[config.mk]
export PLATFORM = sky130hd
export DESIGN_NAME = rv32_wb_arbiter
export DESIGN_NICKNAME = d
export VERILOG_FILES = /design/src/rtl/rv32_wb_pkg.sv /design/src/rtl/rv32_wb_fifo.sv /design/src/rtl/rv32_wb_arbiter.sv
export SDC_FILE = /design/constraint.sdc
export NUM_CORES = 1
export LEC_CHECK = 0
export ABC_AREA = 1
export CORE_MARGIN = 4
export CORE_UTILIZATION = 55
export DETAILED_ROUTE_END_ITERATION = 7
export PLACE_DENSITY = 0.85
export SETUP_SLACK_MARGIN = 0.02
export SLEW_MARGIN = 0
export SYNTH_ARGS = -nofsm -noshare
export SYNTH_HDL_FRONTEND = slang
export SYNTH_SLANG_ARGS = --single-unit
export TNS_END_PERCENT = 20
[constraint.sdc]
create_clock -name clk -period 8.7 [get_ports clk]
set_clock_uncertainty 0.1 [all_clocks]
set_input_delay 1.305 -clock clk [delete_from_list [all_inputs] [get_ports clk]]
set_output_delay 1.305 -clock clk [all_outputs]
set_load 0.05 [all_outputs]
[src/rtl/rv32_wb_pkg.sv]
// Shared types for the writeback arbiter: request payload, arbiter state and a destination decoder.
// XLEN and AW match the core data width and register address width.
package rv32_wb_pkg;

    localparam int XLEN = 32;
    localparam int AW = 5;

    localparam int NUM_REGS = 32;

    typedef struct packed {
        logic [AW-1:0]   wa;
        logic [XLEN-1:0] wd;
    } wb_req_t;

    typedef enum logic {
        PRI_EX  = 1'b0,
        PRI_LSU = 1'b1
    } arb_state_e;

    // One-hot destination decode; x0 never produces a hit.
    function automatic logic [NUM_REGS-1:0] reg_dec(input logic [AW-1:0] wa, input logic en);
        logic [NUM_REGS-1:0] hit;
        hit = {NUM_REGS{1'b0}};
        if (en && (wa != {AW{1'b0}})) begin
            hit[wa] = 1'b1;
        end else begin
            hit = {NUM_REGS{1'b0}};
        end
        return hit;
    endfunction

endpackage

[src/rtl/rv32_wb_fifo.sv]
// DEPTH-entry writeback request FIFO; an extra pointer bit separates full from empty.
module rv32_wb_fifo
    import rv32_wb_pkg::*;
#(
    parameter int DEPTH = 2
) (
    input  logic    clk,
    input  logic    rst,
    input  logic    push_i,
    input  wb_req_t din_i,
    input  logic    pop_i,
    output wb_req_t head_o,
    output logic    full_o,
    output logic    empty_o
);
    localparam int PW = $clog2(DEPTH);

    logic [PW:0] wr_q, wr_d, rd_q, rd_d;
    wb_req_t     mem_q [DEPTH];
    logic        push_ok_s, pop_ok_s;

    assign empty_o   = (wr_q == rd_q);
    assign full_o    = (wr_q[PW] != rd_q[PW]) && (wr_q[PW-1:0] == rd_q[PW-1:0]);
    assign push_ok_s = push_i && !full_o;
    assign pop_ok_s  = pop_i && !empty_o;
    assign head_o    = mem_q[rd_q[PW-1:0]];

    // Pointer next-state.
    always_comb begin
        wr_d = wr_q;
        rd_d = rd_q;
        if (push_ok_s) begin
            wr_d = wr_q + {{PW{1'b0}}, 1'b1};
        end else begin
            wr_d = wr_q;
        end
        if (pop_ok_s) begin
            rd_d = rd_q + {{PW{1'b0}}, 1'b1};
        end else begin
            rd_d = rd_q;
        end
    end

    // Pointer registers.
    always_ff @(posedge clk) begin
        if (rst) begin
            wr_q <= {(PW+1){1'b0}};
            rd_q <= {(PW+1){1'b0}};
        end else begin
            wr_q <= wr_d;
            rd_q <= rd_d;
        end
    end

    // Entry storage.
    always_ff @(posedge clk) begin
        if (rst) begin
            for (int i = 0; i < DEPTH; i++) begin
                mem_q[i] <= {(AW+XLEN){1'b0}};
            end
        end else if (push_ok_s) begin
            mem_q[wr_q[PW-1:0]] <= din_i;
        end
    end

endmodule

[src/rtl/rv32_wb_arbiter.sv]
// Round-robin sharing of the register-file write port between EX and LSU, with per-register pending tracking.
// Optional WB_ARB_BYPASS_EN: an empty requester that wins arbitration writes straight through the same cycle.
module rv32_wb_arbiter
    import rv32_wb_pkg::*;
#(
    parameter int DEPTH = 2,
    parameter int CW    = 3
) (
    input  logic                clk,
    input  logic                rst,
    input  logic                ex_valid,
    output logic                ex_ready,
    input  logic [AW-1:0]       ex_wa,
    input  logic [XLEN-1:0]     ex_wd,
    input  logic                lsu_valid,
    output logic                lsu_ready,
    input  logic [AW-1:0]       lsu_wa,
    input  logic [XLEN-1:0]     lsu_wd,
    output logic                rf_wen,
    output logic [AW-1:0]       rf_wa,
    output logic [XLEN-1:0]     rf_wd,
    output logic [NUM_REGS-1:0] pend_vec,
    output logic                idle
);
    wb_req_t             ex_in_s, lsu_in_s, ex_head_s, lsu_head_s, ex_src_s, lsu_src_s;
    logic                ex_full_s, ex_empty_s, lsu_full_s, lsu_empty_s;
    logic                ex_cand_s, lsu_cand_s, grant_ex_s, grant_lsu_s;
    logic                ex_byp_s, lsu_byp_s, ex_push_s, lsu_push_s, ex_pop_s, lsu_pop_s;
    arb_state_e          state_q, state_d;
    logic [CW-1:0]       cnt_q [NUM_REGS];
    logic [CW-1:0]       cnt_d [NUM_REGS];
    logic [NUM_REGS-1:0] ex_inc_s, lsu_inc_s, ex_dec_s, lsu_dec_s;

    assign ex_in_s   = {ex_wa, ex_wd};
    assign lsu_in_s  = {lsu_wa, lsu_wd};
    assign ex_ready  = !rst && !ex_full_s;
    assign lsu_ready = !rst && !lsu_full_s;

`ifdef WB_ARB_BYPASS_EN
    // An empty FIFO with a live request competes as if that request were already queued.
    assign ex_cand_s  = !rst && (!ex_empty_s || ex_valid);
    assign lsu_cand_s = !rst && (!lsu_empty_s || lsu_valid);
    assign ex_src_s   = ex_empty_s ? ex_in_s : ex_head_s;
    assign lsu_src_s  = lsu_empty_s ? lsu_in_s : lsu_head_s;
    assign ex_byp_s   = grant_ex_s && ex_empty_s;
    assign lsu_byp_s  = grant_lsu_s && lsu_empty_s;
`else
    assign ex_cand_s  = !rst && !ex_empty_s;
    assign lsu_cand_s = !rst && !lsu_empty_s;
    assign ex_src_s   = ex_head_s;
    assign lsu_src_s  = lsu_head_s;
    assign ex_byp_s   = 1'b0;
    assign lsu_byp_s  = 1'b0;
`endif

    assign ex_push_s  = ex_valid && ex_ready && !ex_byp_s;
    assign lsu_push_s = lsu_valid && lsu_ready && !lsu_byp_s;
    assign ex_pop_s   = grant_ex_s && !ex_empty_s;
    assign lsu_pop_s  = grant_lsu_s && !lsu_empty_s;

    rv32_wb_fifo #(.DEPTH(DEPTH)) u_ex_fifo (
        .clk     (clk),
        .rst     (rst),
        .push_i  (ex_push_s),
        .din_i   (ex_in_s),
        .pop_i   (ex_pop_s),
        .head_o  (ex_head_s),
        .full_o  (ex_full_s),
        .empty_o (ex_empty_s)
    );

    rv32_wb_fifo #(.DEPTH(DEPTH)) u_lsu_fifo (
        .clk     (clk),
        .rst     (rst),
        .push_i  (lsu_push_s),
        .din_i   (lsu_in_s),
        .pop_i   (lsu_pop_s),
        .head_o  (lsu_head_s),
        .full_o  (lsu_full_s),
        .empty_o (lsu_empty_s)
    );

    // Round-robin grant and preference update.
    always_comb begin
        state_d     = state_q;
        grant_ex_s  = 1'b0;
        grant_lsu_s = 1'b0;
        case (state_q)
            PRI_EX: begin
                grant_ex_s  = ex_cand_s;
                grant_lsu_s = lsu_cand_s && !ex_cand_s;
            end
            PRI_LSU: begin
                grant_lsu_s = lsu_cand_s;
                grant_ex_s  = ex_cand_s && !lsu_cand_s;
            end
            default: begin
                grant_ex_s  = 1'b0;
                grant_lsu_s = 1'b0;
            end
        endcase
        if (grant_ex_s) begin
            state_d = PRI_LSU;
        end else if (grant_lsu_s) begin
            state_d = PRI_EX;
        end else begin
            state_d = state_q;
        end
    end

    // Arbiter state register.
    always_ff @(posedge clk) begin
        if (rst) begin
            state_q <= PRI_EX;
        end else begin
            state_q <= state_d;
        end
    end

    // Write port driven from the granted head; x0 entries drain without a write.
    always_comb begin
        rf_wen = 1'b0;
        rf_wa  = {AW{1'b0}};
        rf_wd  = {XLEN{1'b0}};
        if (grant_ex_s) begin
            rf_wa  = ex_src_s.wa;
            rf_wd  = ex_src_s.wd;
            rf_wen = (ex_src_s.wa != {AW{1'b0}});
        end else if (grant_lsu_s) begin
            rf_wa  = lsu_src_s.wa;
            rf_wd  = lsu_src_s.wd;
            rf_wen = (lsu_src_s.wa != {AW{1'b0}});
        end else begin
            rf_wen = 1'b0;
        end
    end

    assign ex_inc_s  = reg_dec(ex_wa, ex_push_s);
    assign lsu_inc_s = reg_dec(lsu_wa, lsu_push_s);
    assign ex_dec_s  = reg_dec(ex_head_s.wa, ex_pop_s);
    assign lsu_dec_s = reg_dec(lsu_head_s.wa, lsu_pop_s);

    // Pending-counter next-state; both sources may hit the same register in one cycle.
    always_comb begin
        cnt_d[0] = {CW{1'b0}};
        for (int r = 1; r < NUM_REGS; r++) begin
            cnt_d[r] = cnt_q[r] + CW'(ex_inc_s[r]) + CW'(lsu_inc_s[r])
                     - CW'(ex_dec_s[r]) - CW'(lsu_dec_s[r]);
        end
    end

    // Pending-counter registers.
    always_ff @(posedge clk) begin
        if (rst) begin
            for (int r = 0; r < NUM_REGS; r++) begin
                cnt_q[r] <= {CW{1'b0}};
            end
        end else begin
            for (int r = 0; r < NUM_REGS; r++) begin
                cnt_q[r] <= cnt_d[r];
            end
        end
    end

    // Pending vector and idle flag.
    always_comb begin
        pend_vec = {NUM_REGS{1'b0}};
        for (int r = 1; r < NUM_REGS; r++) begin
            pend_vec[r] = !rst && (cnt_q[r] != {CW{1'b0}});
        end
        idle = rst || (ex_empty_s && lsu_empty_s);
    end

endmodule

Word-level counts from Yosys, hierarchy flattened

Memory sizes are Yosys's and may differ from the RTL's. A register that Yosys moved wholly into a read port is not among the register bits.
Cells that the tools add are included.

Bits in registers: 9
Bits in writable memories: 244
Output and inout bits: 73
Memories: 3

Add/sub/neg operators: 128
Magnitude comparators: 8
Equality and inequality tests: 6
Mux-type cells: 73
Bitwise operators: 33
Reductions and logical operators: 102

Memory list:

| memory           | depth | bits a word | read ports | clocked after Yosys merged registers in | write ports | RTL line              | RTL |
|---|---|---|---|---|---|---|---|
| cnt_q            | 32    | 3           | 31         | 0                                       | 32          | rv32_wb_arbiter.sv:30 | `logic [CW-1:0] cnt_q [NUM_REGS];` |
| u_ex_fifo.mem_q  | 2     | 37          | 1          | 1                                       | 2           | rv32_wb_fifo.sv:19    | `wb_req_t mem_q [DEPTH];` |
| u_lsu_fifo.mem_q | 2     | 37          | 1          | 1                                       | 2           | rv32_wb_fifo.sv:19    |  |

Operator list:

| operator              | count |
|---|---|
| $mux W32              | 6 |
| $add A3 B1 Y3         | 62 |
| $sub A3 B1 Y3         | 62 |
| $mux W3               | 32 |
| $reduce_bool A3 Y1    | 31 |
| $mux W37              | 2 |
| $reduce_or A37 Y1     | 2 |
| $logic_and A1 B1 Y1   | 56 |
| $or A1 B1 Y1          | 32 |
| $mux W1               | 25 |
| $lt A5 B6 Y1 const B  | 4 |
| $demux W1 S5          | 4 |
| $ge A5 B1 Y1 const B  | 4 |
| $reduce_bool A5 Y1    | 4 |
| $mux W5               | 2 |
| $add A2 B1 Y2 const B | 4 |
| $logic_not A1 Y1      | 7 |
| $eq A2 B2 Y1          | 2 |
| $pmux W1 S2           | 2 |
| $eq A1 B1 Y1          | 2 |
| $ne A1 B1 Y1          | 2 |
| $reduce_bool A2 Y1    | 1 |
| $logic_or A1 B1 Y1    | 1 |
| $not A1 Y1            | 1 |

Longest topological paths before layout

Depth after elaboration: 12
Mapped depth: 16
Gate-level depth less buffers: 15

Hierarchy

From an unflattened synthesis, not the netlist that was laid out.

Cell total of the unflattened synthesis: 1,619
Area total of the unflattened synthesis: 14,612.8 sq um

Modules (own cells, without submodules):

| module          | times used | cells each | area each (sq um) | seq. area each (sq um) |
|---|---|---|---|---|
| rv32_wb_arbiter | 1          | 1,061      | 7,561.0           | 1,881.8 |
| rv32_wb_fifo    | 2          | 279        | 3,525.9           | 2,322.2 |

Worst setup path after synthesis

Ideal clock, no wire load.

Path kind: in2out
From: input port rst
To: output port rf_wa[2]
Arrival time: 2.966 ns
Slack: 4.329 ns
Stages on the path: 4
Path buffers: 1
Cell sequence: clkbuf_1 > a21oi_1 > nand2_1 > o21ai_0

Cells in the longest elaborated chain, start to end: 7

RTL lines:

| what                | RTL line                                     | RTL |
|---|---|---|
| from (decl)         | rv32_wb_arbiter.sv:10                        | `input logic rst,` |
| $logic_not A1 Y1 *  | rv32_wb_arbiter.sv:48, rv32_wb_arbiter.sv:49 |  |
| $logic_and A1 B1 Y1 | rv32_wb_arbiter.sv:48                        | `assign ex_cand_s = !rst && !ex_empty_s;` |
| $logic_not A1 Y1    | rv32_wb_arbiter.sv:91                        | `grant_lsu_s = lsu_cand_s && !ex_cand_s;` |
| $logic_and A1 B1 Y1 | rv32_wb_arbiter.sv:91                        |  |
| $pmux W1 S2         | rv32_wb_arbiter.sv:88                        | `case (state_q)` |
| $mux W5             | rv32_wb_arbiter.sv:129                       | `end else if (grant_lsu_s) begin` |
| $mux W5 *           | rv32_wb_arbiter.sv:125                       | `if (grant_ex_s) begin` |
| to (decl)           | rv32_wb_arbiter.sv:20                        | `output logic [AW-1:0] rf_wa,` |

Every way passes the cells marked *; elsewhere a longest branch is shown, timed or not.

Worst setup path in the final report

From: input port rst
To: output port rf_wen

Cells in the longest elaborated chain, start to end: 7

RTL lines:

| what                | RTL line                                     | RTL |
|---|---|---|
| $logic_not A1 Y1 *  | rv32_wb_arbiter.sv:48, rv32_wb_arbiter.sv:49 |  |
| $logic_and A1 B1 Y1 | rv32_wb_arbiter.sv:48                        |  |
| $logic_not A1 Y1    | rv32_wb_arbiter.sv:91                        |  |
| $logic_and A1 B1 Y1 | rv32_wb_arbiter.sv:91                        |  |
| $pmux W1 S2         | rv32_wb_arbiter.sv:88                        |  |
| $mux W1             | rv32_wb_arbiter.sv:129                       |  |
| $mux W1 *           | rv32_wb_arbiter.sv:125                       |  |
| to (decl)           | rv32_wb_arbiter.sv:19                        | `output logic rf_wen,` |

Marks and branches as above.

==> flow_summary.toml <==
[synthesis]
synth_compound_area_share_pct = 4.39
syn_avg_cell_area_um2 = 8.96
yosys.area_share.simple_pct = 18.0
synthCells = 1587
synth.net_count = 1789
muxShareOfSynthArea_pct = 5.07
synth_seq_area_share_pct = 45.9
yosysWarningCount = 0
syn_area_um2 = 14200
synth_top_family_by_area = "simple AND/OR/NAND/NOR gates"
synth_xor_area_share_pct = 2.15
ys_ff_latch = 252
netlist-cell-type-count = 35
synth-adder-area-share_pct = 14.2

[pwr]
leakage_nw = 7.49
ir_drop_mv = 0.146
p_per_area_nw_per_um2 = 186

[layout]
final_cells = 2077
drive_above_1_share_pct = 8.99
syn_to_final_growth_pct = 18.7
fillCellCount = 1978
nets = 1928

[worst_setup_path]
worst-path-buf-inv = 4
rrSetupSlack_ps = 4520
path_cells = "buf_4, clkinv_1, nand2_1, a21oi_4, buf_4, nand2_1, nand2_1, clkdlybuf4s50_1"
cp_top_family = "buffers and inverters"
cp_common_cell = "nand2_1"
cp_max_fo = 49
slowest_delay_ps = 710
slowest_stage = "clkdlybuf4s50_1"
required_ps = 7300
crit_arrival_ps = 4120
worstReg2RegEnd = "cnt_q[0][26]"
critPathKind = "primary input to primary output"
cp-end-kind = "primary output"
reg2regPathDepth = 14
critPathLaunchType = "primary input"

[cts]
cts_sinks = 252
numCtsBuffers = 26
htreeDepth = 1
cts_max_path_buffers = 3
worstSkewPairLatency_ps = 540
cts_root_buf = "clkbuf_16"
cts_tree = "done"
cts_hold_buf = 0
clkSlewWorstSetupHoldPaths_ps = 60
cts_resized = 0
postCtsSetupRepairBufs = 0

[placement]
gp_congestion = 0.988
dp_hpwl_um = 27200
io_buffer_count = 149
placed_cells = 2028

[min_path]
holdPathStages = 2
whs_endpoint = "cnt_q[0][74]"
worstHoldStart = "cnt_q[0][74]"
hold_path_class = "register to register"

[global_route]
grt_pass1_wl_um = 59100
grt_max_degree = 56
gr-total-overflow = 0
grt_pass1_vias = 11400
antenna_found_initial = 0
grt_usage_pct = 26.2

[sta]
max-slew-margin-rel_pct = 29.4
worst_pin_slew_ps = 1060
rsz0062_at_grt = "no"
min_period_over_period_pct = 63.5
setup_viol = 0
max_clock_freq_mhz = 181
setup_tns_ps = 0
min_period_ps = 5530
hold_viol = 0
slew_violations = 0
whs_ps = 369

[drt]
via_per_inst = 5.32
first_pass_iters = 5
drc = 0
drt_iter0_drc = 1000
topRoutingLayerUsed = "met4"
route.layer.met1.wl_um = 14200
wl_per_cell_um = 18.0
wl_um = 37500
wl_met3_um = 2900
vias = 11100
met2_length_um = 19000
ant_nets = 0

[die]
start_util_pct = 56.2
die_area_um2 = 28500
die_w_um = 169
core_area_um2 = 25300
die_y_um = 169
placementRows = 58
pin_count = 151

[flow_run]
maxCapViolations = 0

[run_status]
status = "finished clean"
-- logic make-up (layout without fill, tap and decap cells) --
kind of cell	after synthesis	in the layout
DFF	252	252
xor gates and xnor gates	35	35
and+or+nand+nor	629	629
adders and majority gates	124	124
buffers and inverters	367	526
muxes	64	64
AOI/OAI and AO/OA	115	115
other	1	2
-- worst min-delay path: cells and delay by family (launching register included) --
kind | cells | cell delay [ps]
buffers and inverters | 1 | 60
flip-flops | 1 | 310
AO/OA/AOI/OAI | 1 | 50
-- final cells by class --
cell class,count,area (um2),area share [%]
diodes,1,2.50,0.0148
clock buffers,39,800,4.74
clock inverters,9,131,0.778
inverters,317,1190,7.05
multi-input cells,968,6240,37.0
flip-flops and latches,252,6530,38.7
well taps,330,413,2.45
repair buffers,161,1580,9.35
-- how the worst max path moves through the flow --
stage | endpoint | cells after the start | slack [ps] | from
floorplan | rf_wa[2] | 4 | 4330 | rst
global placement | rf_wen | 8 | 3170 | rst
detailed placement | rf_wen | 8 | 3150 | rst
CTS | rf_wen | 8 | 3150 | rst
global route | rf_wen | 8 | 2950 | rst
finish | rf_wen | 8 | 3170 | rst
-- flip-flops by register name, summed over array words and instances (netlist names), named ones only --
signal	flops
u_ex_fifo.wr_q	2
cnt_q	93
u_lsu_fifo.mem_q	74
u_ex_fifo.mem_q	74
u_lsu_fifo.rd_q	2
u_ex_fifo.rd_q	2
state_q	1
u_lsu_fifo.wr_q	2
-- placed cells by master (no fill, tap or decap), drive strengths merged --
cell type      Yosys  routed
edfxtp           148     148
dfxtp            104     104
nand2            194     194
clkbuf            14      39
nand3             47      47
mux2              64      64
xor2               4       4
conb               1       1
ha                62      62
inv              316     317
nand3b             1       1
bufinv             0       3
nand4              3       3
clkinv             1       6
a21oi             69      69
xnor2             31      31
clkdlybuf4s50      0     148
o21ai             46      46
fa                62      62
buf               36      13
nor3              32      32
diode              0       1
nor2             352     352
-- report_power, final --
| group | leakage, nW | switching, mW | internal, mW |
|---|---|---|---|
| sequential | 2.39 | 0.0437 | 1.33 |
| clock | 0.463 | 0.466 | 0.723 |
| combinational | 4.64 | 0.381 | 0.187 |
-- per-layer routing --
layer,vias to the layer above,global-route usage [%]
met5,-,0
met4,0,8.68
met3,80,4.06
met2,513,47.2
met1,5276,32.3
li1,5189,-
-- Yosys cell counts --
library cell / number / share of area (%)
a21oi_4: 1 / 0.11
nand3_4: 1 / 0.12
nor2_4: 1 / 0.079
a21oi_2: 3 / 0.18
xnor2_1: 31 / 1.9
nand3_1: 40 / 1.4
buf_2: 23 / 0.81
nor3_1: 29 / 1.0
nor2_2: 2 / 0.088
conb_1: 1 / 0.026
dfxtp_1: 104 / 15
o21ai_1: 3 / 0.11
fa_1: 62 / 8.7
mux2_2: 64 / 5.1
nor2_1: 349 / 9.2
buf_4: 5 / 0.26
a21oi_1: 65 / 2.3
clkbuf_1: 14 / 0.37
nand2_4: 1 / 0.079
inv_2: 5 / 0.13
buf_1: 2 / 0.053
xor2_1: 4 / 0.25
nand4_1: 3 / 0.13
ha_1: 62 / 5.5
inv_1: 311 / 8.2
o21ai_0: 36 / 1.3
nand2_1: 189 / 5.0
edfxtp_1: 148 / 31
nor3_2: 3 / 0.21
nand2_2: 4 / 0.18
clkinv_1: 1 / 0.026
nand3_2: 6 / 0.42
buf_6: 6 / 0.47
o21ai_2: 7 / 0.43
nand3b_1: 1 / 0.053
-- through the flow --
| step | worst slack [ps] | instance area, um2 | power [mW] | util, % |
|---|---|---|---|---|
| after CTS | 3150 | 16900 | 3.14 | 66.6 |
| after detailed placement | 3150 | 15900 | 1.96 | 63.0 |
| final | 3170 | 16900 | 3.13 | 66.7 |
| after floorplan | 4330 | 14200 | 1.76 | - |
| after global routing | 2950 | 16900 | 3.25 | 66.6 |
| after global placement | 3170 | 15900 | 1.95 | 63.0 |
Note: power is estimated with default switching activity, not from simulation.
